### src/rtl/ghash_sequencer.sv
// GHASH block sequencer: folds AAD/ciphertext/length blocks into Y via an
// external pipelined GF(2^128) multiplier, Y <= (Y ^ X) * H, one block in flight.
module ghash_sequencer #(
  parameter int DATA__WIDTH = 128,
  parameter int SPLIT_WIDTH = 32,
  parameter int MUL_LATENCY = 4
) (
  input  logic                   clk,
  input  logic                   rst,
  input  logic                   flush,
  input  logic                   h_load,
  input  logic [DATA__WIDTH-1:0] h_i,
  input  logic                   blk_valid,
  output logic                   blk_ready,
  input  logic [DATA__WIDTH-1:0] blk_data,
  input  logic                   blk_last,
  output logic [SPLIT_WIDTH-1:0] ha_o,
  output logic [SPLIT_WIDTH-1:0] hb_o,
  output logic [SPLIT_WIDTH-1:0] hc_o,
  output logic [SPLIT_WIDTH-1:0] hd_o,
  output logic [DATA__WIDTH-1:0] a_o,
  output logic                   mul_flush_o,
  input  logic [DATA__WIDTH-1:0] mul_i,
  output logic                   ghash_valid,
  input  logic                   ghash_ready,
  output logic [DATA__WIDTH-1:0] ghash_o
);

  localparam int CNT_W = (MUL_LATENCY > 1) ? $clog2(MUL_LATENCY) : 1;
  localparam logic [CNT_W-1:0] CNT_LOAD = CNT_W'(MUL_LATENCY - 1);
  localparam logic [CNT_W-1:0] CNT_ONE  = CNT_W'(1);
  localparam logic [CNT_W-1:0] CNT_ZERO = CNT_W'(0);
  localparam logic [DATA__WIDTH-1:0] DATA_ZERO = {DATA__WIDTH{1'b0}};

  typedef enum logic [1:0] {
    IDLE = 2'd0,
    WAIT = 2'd1,
    DONE = 2'd2
  } state_t;

  state_t                 state_r;
  state_t                 state_s;
  logic [DATA__WIDTH-1:0] h_r;
  logic                   h_valid_r;
  logic [DATA__WIDTH-1:0] y_r;
  logic [DATA__WIDTH-1:0] y_s;
  logic                   last_r;
  logic                   last_s;
  logic [CNT_W-1:0]       cnt_r;
  logic [CNT_W-1:0]       cnt_s;
  logic                   accept_s;
  logic                   h_take_s;

  // Handshake qualifiers; rst gating keeps outputs quiet before the first edge.
  assign blk_ready   = ~rst & (state_r == IDLE) & h_valid_r & ~h_load & ~flush;
  assign accept_s    = blk_valid & blk_ready;
  assign h_take_s    = h_load & (state_r == IDLE);
  assign ghash_valid = ~rst & (state_r == DONE);
  assign ghash_o     = y_r;
  assign mul_flush_o = rst | flush;

  assign ha_o = h_r[DATA__WIDTH-1 -: SPLIT_WIDTH];
  assign hb_o = h_r[DATA__WIDTH-1-SPLIT_WIDTH -: SPLIT_WIDTH];
  assign hc_o = h_r[DATA__WIDTH-1-2*SPLIT_WIDTH -: SPLIT_WIDTH];
  assign hd_o = h_r[DATA__WIDTH-1-3*SPLIT_WIDTH -: SPLIT_WIDTH];

  // Next-state, accumulator update and operand issue.
  always_comb begin
    state_s = state_r;
    y_s     = y_r;
    last_s  = last_r;
    cnt_s   = cnt_r;
    a_o     = DATA_ZERO;
    if (flush) begin
      state_s = IDLE;
      y_s     = DATA_ZERO;
      last_s  = 1'b0;
      cnt_s   = CNT_ZERO;
    end else begin
      case (state_r)
        IDLE: begin
          if (accept_s) begin
            a_o     = blk_data ^ y_r;
            last_s  = blk_last;
            cnt_s   = CNT_LOAD;
            state_s = WAIT;
          end else begin
            state_s = IDLE;
          end
        end
        WAIT: begin
          // The product of the issued operand is valid when the counter hits zero.
          if (cnt_r == CNT_ZERO) begin
            y_s     = mul_i;
            state_s = last_r ? DONE : IDLE;
          end else begin
            cnt_s   = cnt_r - CNT_ONE;
            state_s = WAIT;
          end
        end
        DONE: begin
          if (ghash_ready) begin
            y_s     = DATA_ZERO;
            state_s = IDLE;
          end else begin
            state_s = DONE;
          end
        end
        default: begin
          state_s = IDLE;
        end
      endcase
    end
  end

  // State, accumulator and subkey registers.
  always_ff @(posedge clk) begin
    if (rst) begin
      state_r   <= IDLE;
      h_r       <= DATA_ZERO;
      h_valid_r <= 1'b0;
      y_r       <= DATA_ZERO;
      last_r    <= 1'b0;
      cnt_r     <= CNT_ZERO;
    end else begin
      state_r <= state_s;
      y_r     <= y_s;
      last_r  <= last_s;
      cnt_r   <= cnt_s;
      if (h_take_s) begin
        h_r       <= h_i;
        h_valid_r <= 1'b1;
      end else begin
        h_r       <= h_r;
        h_valid_r <= h_valid_r;
      end
    end
  end

endmodule

### config.mk
export PLATFORM = sky130hd
export DESIGN_NAME = ghash_sequencer
export DESIGN_NICKNAME = d
export VERILOG_FILES = /design/src/rtl/ghash_sequencer.sv
export SDC_FILE = /design/constraint.sdc
export NUM_CORES = 1
export LEC_CHECK = 0
export CAP_MARGIN = 30
export CORE_AREA = 3 3 299 301
export CTS_CLUSTER_SIZE = 24
export DETAILED_ROUTE_END_ITERATION = 10
export DIE_AREA = 0 0 302 304
export SETUP_SLACK_MARGIN = 0.5
export SKIP_LAST_GASP = 1
export SLEW_MARGIN = 20
export SYNTH_ARGS = -nofsm -noshare
export SYNTH_HDL_FRONTEND = slang
export SYNTH_SLANG_ARGS = --single-unit
### constraint.sdc
create_clock -name clk -period 2 [get_ports clk]
set_clock_uncertainty 0.15 [all_clocks]
set_input_delay 0.4 -clock clk [delete_from_list [all_inputs] [get_ports clk]]
set_output_delay 0.4 -clock clk [all_outputs]
set_load 0.01 [all_outputs]
==> results.yml <==
outcome:
  status: "complete, but fails checks"
  violations: "setup timing"
power_and_ir_drop:
  pwr_density_cell_nw_per_um2: 609
  leakage_nw: 8.07
  irDropWorstVdd_mv: 0.527
  power_w: 0.0135
routing:
  wl_per_cell_microns: 18.6
  drc_errors: 0
  drt_first_iter_violations: 710
  viasPerCell: 3.74
  firstDrtPassIters: 5
  vias: 12800
  maxUsedRoutingLayer: "met5"
  totalWireLength_microns: 63800
  wl_met1_microns: 25300
  wl_met3_microns: 5720
  route.met2.wl_microns: 31200
  antenna_left: 0
clocking:
  cts.htree.levels: 2
  clkTransAtPathRegs_ns: 0.06
  cts_buffers: 35
  clk_latency_ns: 0.53
  holdBufCountCts: 0
  clock_sink_count: 262
  cts_max_path_buffers: 3
  cts_tree: "yes"
  cts.root.buffer_cell: "clkbuf_16"
floorplan:
  fp.dieW_microns: 302
  core_area_sq_um: 86900
  num_rows: 108
  die_y_microns: 304
  initial_core_util_pct: 12.6
  io_pins: 778
  die-area_sq_um: 91800
synth:
  synthCells: 1432
  yosysMostFrequentCell: "nand2_1"
  yosysUniqueCellTypes: 29
  seq_area_frac_synth_pct: 47.8
  synthArstFlopShare_pct: 0
  synth_edf_count: 0
  synth_common_cells: "384 x nand2_1, 262 x dfxtp_1, 258 x a21oi_1"
  syn_area_per_cell_sq_um: 7.67
  yosys-top-cells-area: "dfxtp_1 48%, nand2_1 13%, a21oi_1 12%"
  synth_top_area_share_pct: 47.8
  synth_area_sq_um: 11000
  synth-seq-cells: 262
  yosys_warnings: 0
  synth_nets: 1824
  synth_ff_type: "dfxtp_1"
  yosysTopAreaCell: "dfxtp_1"
timing:
  fmax_ghz: 0.333
  hold_viol: 0
  worst_slew_pin_slew_ns: 0.768
  period_needed_ns: 3.00
  setup_tns_ns: -112.94
  post-route-period-util_pct: 150
  maxSlewViolCount: 0
  setup_viol: 268
  slew-limit-headroom_pct: 48.8
  grt_setup_unrepaired: "yes"
  fin_ws_ns: -1.00
worst_hold_path:
  min-delay-start: "h_i[44]"
  hold_path_class: "in -> reg"
setup_path:
  path_class: "in -> out"
  cpPeakStageDelay_ns: 0.53
  path_max_fanout: 23
  cp_slowest_cell: "clkdlybuf4s50_1"
  regToRegStartpoint: "state_r[1]"
  startpoint: "flush"
  cp-start-kind: "input pin"
  crit_chain: "clkdlybuf4s50_1 -> nor4_4 -> nand4b_4 -> buf_12 -> buf_4 -> nor2_1 -> clkdlybuf4s50_1"
  cpMostUsedCell: "clkdlybuf4s50_1"
  crit_arrival_ns: 2.45
  worstSetupEndpointType: "primary output"
  rrSetupSlack_ns: 0.22
  required_ns: 1.45
flow_run:
  max_cap_violations: 0
global_routing:
  track_usage_pct: 13.1
  grt_pass1_vias: 12700
  antenna_found_initial: 23
  overflow: 0
  grt_pass1_wl_microns: 88500
  grt_max_degree: 76
final_layout:
  nFillCells: 9412
  layout-drive-gt1-share_pct: 10.2
  final_nets: 2629
  multiInputGateArea_sq_um: 5380
  syn2layout_area_growth_pct: 102
  register_area_sq_um: 5250
placed_design:
  portBuffers: 777
  place.gp.congestion: 0.874
  hpwl_microns: 51800
placed cells by master, fill, tap and decap left out, drive strengths merged, types with 10 or more instances in the layout:
cell and n:
clkdlybuf4s50 732, nand2 384, dfxtp 262, a21oi 258, nor2 133, xnor2 128, nand3 128, buf 111
clkbuf 53, dlymetal6s2s 36, diode 10
worst max-delay path, delay by kind of cell:
kind | cells | cell delay, ns
buf+inv | 4 | 1.37
simple gates | 3 | 0.63
area by class of cell:
| cell class | count | share of cell area [%] |
|---|---|---|
| Timing Repair Buffer | 883 | 40.3 |
| Multi-Input combinational cell | 1050 | 24.3 |
| Sequential cell | 262 | 23.7 |
| Tap cell | 1155 | 6.52 |
| Clock buffer | 50 | 4.62 |
| Clock inverter | 12 | 0.395 |
| Antenna cell | 10 | 0.113 |
| Inverter | 5 | 0.107 |
registers in the layout (all words and copies together) (netlist names):
register   count
ghash_o      128
state_r        2
h_valid_r      1
h_r          128
last_r         1
cnt_r          2
what timing repair did:
action                                  4_1_cts  5_1_grt
pin swaps                                     0        2
gates resized for setup                       3       44
buffers inserted                              0        0
endpoints found under the setup margin      649      649
cloned                                        0        0
layer usage:
| layer | global-route usage (%) | vias up |
|---|---|---|
| met3 | 4.25 | 92 |
| met5 | 0 | - |
| met1 | 15.0 | 5840 |
| li1 | - | 6278 |
| met2 | 23.3 | 583 |
| met4 | 3.41 | 10 |
worst paths after layout:
| kind | depth (start not counted) | end |
|---|---|---|
| worst min-delay path | 3 | h_r[44] |
| worst max-delay path | 7 | a_o[40] |
| worst min register to register | 2 | h_r[64] |
| worst max register to register | 6 | ghash_o[76] |
metrics by stage:
step | cells | utilization [%] | setup WS (ns) | cell area, sq um | hold WS (ns)
2_1_floorplan | 1432 | - | -0.0220 | 11300 | 0.306
4_1_cts | 3417 | 25.4 | -0.996 | 22100 | 0.196
3_3_place_gp | 3355 | 24.1 | -0.967 | 21000 | 0.291
3_5_place_dp | 3355 | 24.1 | -0.996 | 21000 | 0.296
6_report | 3427 | 25.5 | -1.00 | 22200 | 0.256
5_1_grt | 3419 | 25.5 | -1.10 | 22100 | 0.227
power breakdown:
| part | internal [W] | switching, W | leakage, nW |
|---|---|---|---|
| combinational | 0.00121 | 0.000751 | 5.39 |
| clock | 0.00358 | 0.00251 | 0.546 |
| sequential | 0.00537 | 0.0000779 | 2.13 |
| total | 0.0102 | 0.00334 | 8.07 |
cell families (layout without fill, tap and decap cells):
family | Yosys count | in the layout | share of synthesized area, %
compound gates | 263 | 263 | 12.2
xor+xnor | 128 | 128 | 10.2
fa+ha+maj | 1 | 1 | 0.114
buf+inv | 120 | 950 | 5.10
flops | 262 | 262 | 47.8
other cells | 0 | 10 | 0
simple gates | 658 | 658 | 24.6
Power figures use the tool's default switching activity.
